### config.mk
export PLATFORM = sky130hd
export DESIGN_NAME = duft_ap_chain_master
export DESIGN_NICKNAME = d
export VERILOG_FILES = /design/src/rtl/duft_ap_chain_master.sv
export SDC_FILE = /design/constraint.sdc
export NUM_CORES = 1
export LEC_CHECK = 0
export CAP_MARGIN = 10
export CORE_MARGIN = 3
export CORE_UTILIZATION = 43
export DETAILED_ROUTE_END_ITERATION = 16
export PLACE_DENSITY = 0.93
export SLEW_MARGIN = 20
export SYNTH_ARGS = -nofsm -noshare
export SYNTH_HDL_FRONTEND = slang
export SYNTH_SLANG_ARGS = --single-unit
### constraint.sdc
create_clock -name clk -period 2.98 [get_ports clk]
set_input_delay 0.596 -clock clk [delete_from_list [all_inputs] [get_ports clk]]
set_output_delay 0.596 -clock clk [all_outputs]
set_load 0.02 [all_outputs]
### src/rtl/duft_ap_chain_master.sv
// duft_ap_chain_master
//   Single-outstanding command master for an HLS-style ap_ctrl_chain block.
//   A host command (read/write) is latched, the DUFT is waited on until idle,
//   started with ap_start, and its ap_done is held off via ap_continue until
//   the host takes the response. Any wait state that lasts TIMEOUT cycles
//   aborts the transaction with an error response.
//
// Ports
//   clk, ap_rst_n                      clock, async active-low reset
//   cmd_valid/cmd_ready/cmd_*          host command channel
//   rsp_valid/rsp_ready/rsp_rdata/err  host response channel
//   addr, wr_data, rd_wr               operands presented to the DUFT
//   ap_start, ap_continue              DUFT block-level control out
//   ap_idle, ap_ready, ap_done         DUFT block-level status in
//   ap_return                          DUFT result
//   err_count                          saturating count of timeouts
module duft_ap_chain_master #(
  parameter int          TIMEOUT      = 200,
  parameter logic [31:0] INVALID_ADDR = 32'hFFFF_FFFF
) (
  input  logic        clk,
  input  logic        ap_rst_n,
  input  logic        cmd_valid,
  output logic        cmd_ready,
  input  logic        cmd_rd_wr,
  input  logic [31:0] cmd_addr,
  input  logic [31:0] cmd_wdata,
  output logic        rsp_valid,
  input  logic        rsp_ready,
  output logic [31:0] rsp_rdata,
  output logic        rsp_err,
  output logic [31:0] addr,
  output logic [31:0] wr_data,
  output logic        rd_wr,
  output logic        ap_start,
  output logic        ap_continue,
  input  logic        ap_idle,
  input  logic        ap_ready,
  input  logic        ap_done,
  input  logic [31:0] ap_return,
  output logic [7:0]  err_count
);

  typedef enum logic [2:0] {
    S_IDLE, S_WAIT_IDLE, S_START, S_WAIT_DONE, S_RESP
  } state_t;

  // Counter only needs to reach TIMEOUT-1: the cycle it sits there is the
  // last one allowed, so it never has to hold TIMEOUT itself.
  localparam int              CW       = (TIMEOUT > 1) ? $clog2(TIMEOUT) : 1;
  localparam logic [CW-1:0]   CNT_LAST = CW'(TIMEOUT - 1);

  state_t        state, state_nxt;
  logic [CW-1:0] cnt;
  logic          lat_rd_wr;
  logic [31:0]   lat_addr, lat_wdata;
  logic          in_wait, expired, finish, abort;

  assign in_wait = (state == S_WAIT_IDLE) || (state == S_START) ||
                   (state == S_WAIT_DONE);
  assign expired = in_wait && (cnt == CNT_LAST);

  // Next state. ap_ready/ap_done are only looked at in START/WAIT_DONE, so
  // stray pulses while idle or waiting for idle are ignored. A completion
  // seen in the same cycle as the timeout wins.
  always_comb begin
    state_nxt = state;
    finish    = 1'b0;
    abort     = 1'b0;
    case (state)
      S_IDLE:      if (cmd_valid) state_nxt = S_WAIT_IDLE;
      S_WAIT_IDLE: begin
        if (ap_idle)      state_nxt = S_START;
        else if (expired) abort     = 1'b1;
      end
      S_START: begin
        if (ap_ready) begin
          if (ap_done) finish    = 1'b1;
          else         state_nxt = S_WAIT_DONE;
        end else if (expired) begin
          abort = 1'b1;
        end
      end
      S_WAIT_DONE: begin
        if (ap_done)      finish = 1'b1;
        else if (expired) abort  = 1'b1;
      end
      S_RESP:      if (rsp_ready) state_nxt = S_IDLE;
      default:     state_nxt = S_IDLE;
    endcase
    if (finish || abort) state_nxt = S_RESP;
  end

  always_ff @(posedge clk or negedge ap_rst_n) begin
    if (!ap_rst_n) begin
      state     <= S_IDLE;
      cnt       <= '0;
      ap_start  <= 1'b0;
      lat_rd_wr <= 1'b1;
      lat_addr  <= INVALID_ADDR;
      lat_wdata <= '0;
      rsp_rdata <= '0;
      rsp_err   <= 1'b0;
      err_count <= '0;
    end else begin
      state <= state_nxt;
      // Every wait state is entered from a different state, so a state
      // change is exactly an entry and restarts the count.
      if (state_nxt != state) cnt <= '0;
      else if (in_wait)       cnt <= cnt + 1'b1;
      // ap_start is high for exactly the cycles spent in START.
      ap_start <= (state_nxt == S_START);
      if (state == S_IDLE && cmd_valid) begin
        lat_rd_wr <= cmd_rd_wr;
        lat_addr  <= cmd_addr;
        lat_wdata <= cmd_wdata;
      end
      if (finish) begin
        rsp_rdata <= lat_rd_wr ? ap_return : 32'h0;
        rsp_err   <= 1'b0;
      end else if (abort) begin
        rsp_rdata <= 32'hFFFF_FFFF;
        rsp_err   <= 1'b1;
        if (err_count != 8'hFF) err_count <= err_count + 8'd1;
      end
    end
  end

  assign cmd_ready   = (state == S_IDLE);
  assign rsp_valid   = (state == S_RESP);
  // Done stays held in the DUFT until the host consumes a good response;
  // aborted transactions never release it.
  assign ap_continue = (state == S_RESP) && rsp_ready && !rsp_err;
  assign addr        = in_wait ? lat_addr  : INVALID_ADDR;
  assign rd_wr       = in_wait ? lat_rd_wr : 1'b1;
  assign wr_data     = lat_wdata;

endmodule
==> summary.md <==
| Metric | Value |
|---|---|
| Status | complete, no violations |
| HP Class | input pin to asynchronous set/reset pin |
| Grt peak-use layer | met2 |
| Post-synth EDFFs | 0 |
| Total routed wirelength | about 13 mm |
| Distinct cells, synth | 34 |
| Synth area leader | dfrtp_1 |
| Total global routing overflow | 0 |
| Leakage power total | roughly 3.3 nW |
| Crit path to | addr[0] |
| First-pass GRT wire length | 21.87 mm |
| Post-DR wirelength/cell | 16.74 microns |
| Syn avg cell area | 11.92 sq um |
| PortBufs | roughly 210 |
| Filler Cell Count | 750 |
| Vias/cell | slightly above 5 |
| Met2 Resource Use GR | 0.3510 |
| Nature of the critical path endpoint | primary output |
| Post-CTS sizing | 1 |
| Final cell count without fillers | between 700 and 800 |
| DRC violations left | 0 |
| Net Count, Synth | between 500 and 600 |
| Worst Setup SP | state[0]$_DFF_PN0_ |
| Area growth from synthesis to layout | 59.12% |
| Largest net degree at the start of global routing | between 50 and 60 |
| Most frequent cells in the layout | 212 x clkdlybuf4s50_1, 85 x dfrtp_1, 66 x mux2_2 |
| Synthesized area | about 5000 sq um |
| Final Wtd Congestion | about 0.79 |
| Via count | between 3,000 and 4,000 |
| Worst-skew pair later-pin latency | about 0.41 ns |
| Final #Nets | approximately 740 |
| Initial antenna violation count | 0 |
| Critical Path RT | roughly 2.4 ns |
| Post-synthesis cell count | approximately 420 |
| Max-slew violation count | 0 |
| Root buffer cell | clkbuf_16 |
| Setup CP Type | flip-flop to primary output |
| Worst clock skew | approximately 0.0075 ns |
| Detailed Routing Iterations Pass 1 | 4 |
| Crit Reg-Reg Endpoint | err_count[1]$_DFFE_PN0P_ |
| Synth Register Bits | roughly 120 |
| Yosys warning count | 0 |
| Crit start category | flip-flop |
| Setup TNS | 0 ns |
| CTS Hold Bufs | 0 |
| Max-Cap Viols | 0 |
| Die height | 113.6 microns |
| Die area | around 13,000 sq um |
| Hold Fails Final Rpt | 0 |
| FF-to-FF path depth | 4 |
| Slew HR | 0.6232 |
| Worst R2R Setup Slack | roughly 0.46 ns |
| ANT nets after route | 0 |
| Total track usage | 0.2136 |
| PwrDens | ~1200 nW/um^2 |
| CTS Buf Count | 17 |
| Worst r2r src | state[2]$_DFF_PN0_ |
| Worst Tran Pin Value | between 0.5 and 0.6 ns |
| Top Ports | 214 |
| Worst-path clk slew | roughly 0.050 ns |
| H-Tree Depth | 4 |
| Met1 usage | 0.2642 |
| Setup Fix Bufs, Post-CTS | 0 |
| Arr. time, crit path | 2.26 ns |
| Layout cells sized above 1 | 0.2778 |
| Most common cell after layout, fill and taps aside | clkdlybuf4s50_1 |
| Post-synth top flop | dfrtp_1 |
| GR Layer Usage met3 | 0.07745 |
| Vias in the first global route | 4,270 |
| Fin crit share | 0.9576 |
| Placed Instances | approximately 760 |
| Synth async-reset ratio | 1.000 |
| CTS tree | built |
| Post-synth top area share | 0.4269 |
| Diode count | 0 |
| Site Rows | 38 |
| Total core area | between 10,000 and 15,000 sq um |
| Final HPWL from detailed placement | about 9.4 mm |
| Clk sink count | between 100 and 150 |
| Final-report setup violation count | 0 |
| Worst-path fanout max | 32 |
| Synth top area cells | dfrtp_1 43%, dfstp_2 17%, mux2_2 15%, or2_2 4.1%, a21oi_1 3.4% |
| Unrepaired setup endpoints after global routing | no |
| Die width | around 110 microns |
| Clk buf depth | 2 |
| Initial core utilization | 0.4497 |
| Post-synthesis sequential area ratio | 0.6010 |
| Fmax achieved | ~350 MHz |
| DRT iter0 DRCs | 198 |
| Final Critical Period | ~2.9 ns |
| Maximum VDD drop | 0.8943 mV |
## logic make-up (layout without fill, tap and decap cells)
group / Yosys count / after routing / share of synthesized area
AO/OA/AOI/OAI: 42 / 42 / 0.04872
XOR/XNOR: 13 / 13 / 0.02285
adder cells (fa/ha/maj): 2 / 2 / 0.005022
buffers and inverters: 26 / 256 / 0.02235
flip-flops: 118 / 118 / 0.6010
multiplexers: 68 / 68 / 0.1532
AND/OR/NAND/NOR: 149 / 149 / 0.1469
## synthesized netlist by cell type (2+ instances only)
library cell,number
nor2_1,43
mux2_2,66
and3_1,2
ha_1,2
mux2i_1,2
inv_1,2
a21oi_1,34
nand2_1,41
clkbuf_1,18
nor3b_1,2
nand4_1,7
nand3_1,3
xor2_1,5
or2_2,33
xnor2_1,8
dfstp_2,33
nor3_1,11
dfrtp_1,85
o21bai_1,2
buf_2,5
## metal layers
layer | vias to the layer above | part of all wire
met5 | - | 0
met4 | 0 | 0.0086
met3 | 13 | 0.092
met2 | 166 | 0.49
met1 | 1934 | 0.40
li1 | 1850 | -
## flip-flops by register name (all words and copies together), names as in the netlist
register   flops
ap_start       1
lat_rd_wr      1
cnt            8
rsp_err        1
state          3
wr_data       32
rsp_rdata     32
lat_addr      32
err_count      8
## metrics by stage
step           utilization  power (mW)  setup WS [ns]  hold WS, ns  area (sq um)
3_3_place_gp        0.6567       7.325         0.3689       0.4885          7274
4_1_cts             0.7153       9.762        0.03085       0.1802          7924
3_5_place_dp        0.6567       7.504         0.3700       0.4960          7274
5_1_grt             0.7156       10.23       0.008483       0.1999          7928
6_report            0.7156       9.673         0.1263       0.1748          7928
2_1_floorplan            -       5.363         0.5666       0.3004          4982
## worst min path at each step
stage	startpoint	endpoint	slack, ns	cells past startpoint
floorplan	ap_rst_n	ap_start$_DFF_PN0_	0.30	0
global placement	err_count[7]$_DFFE_PN0P_	err_count[7]$_DFFE_PN0P_	0.49	1
detailed placement	err_count[7]$_DFFE_PN0P_	err_count[7]$_DFFE_PN0P_	0.50	1
CTS	ap_rst_n	wr_data[26]$_DFFE_PN0P_	0.18	1
global route	ap_rst_n	wr_data[27]$_DFFE_PN0P_	0.20	1
finish	ap_rst_n	wr_data[26]$_DFFE_PN0P_	0.17	1
## worst max-delay path: stages (launching register included)
cell and delay, ns:
dfrtp_1 0.52, o21bai_4 0.32, buf_6 0.26, or2_2 0.15, clkdlybuf4s50_1 0.59
## area by class of cell
type / instances / area, sq um / share of cell area
clock buffers: 21 / 470.5 / 0.05934
clock inverters: 11 / 171.4 / 0.02162
inverters: 2 / 7.507 / 0.0009470
multi-input cells: 274 / 1896 / 0.2391
flip-flops and latches: 118 / 2994 / 0.3777
well taps: 140 / 175.2 / 0.02210
repair buffers: 222 / 2213 / 0.2792
## power by group
| part | switching, mW | internal, mW |
|---|---|---|
| combinational | 2.25 | 2.34 |
| clock | 0.726 | 1.47 |
| sequential | 0.401 | 2.49 |
No activity file was read; power rests on OpenSTA's default activity.
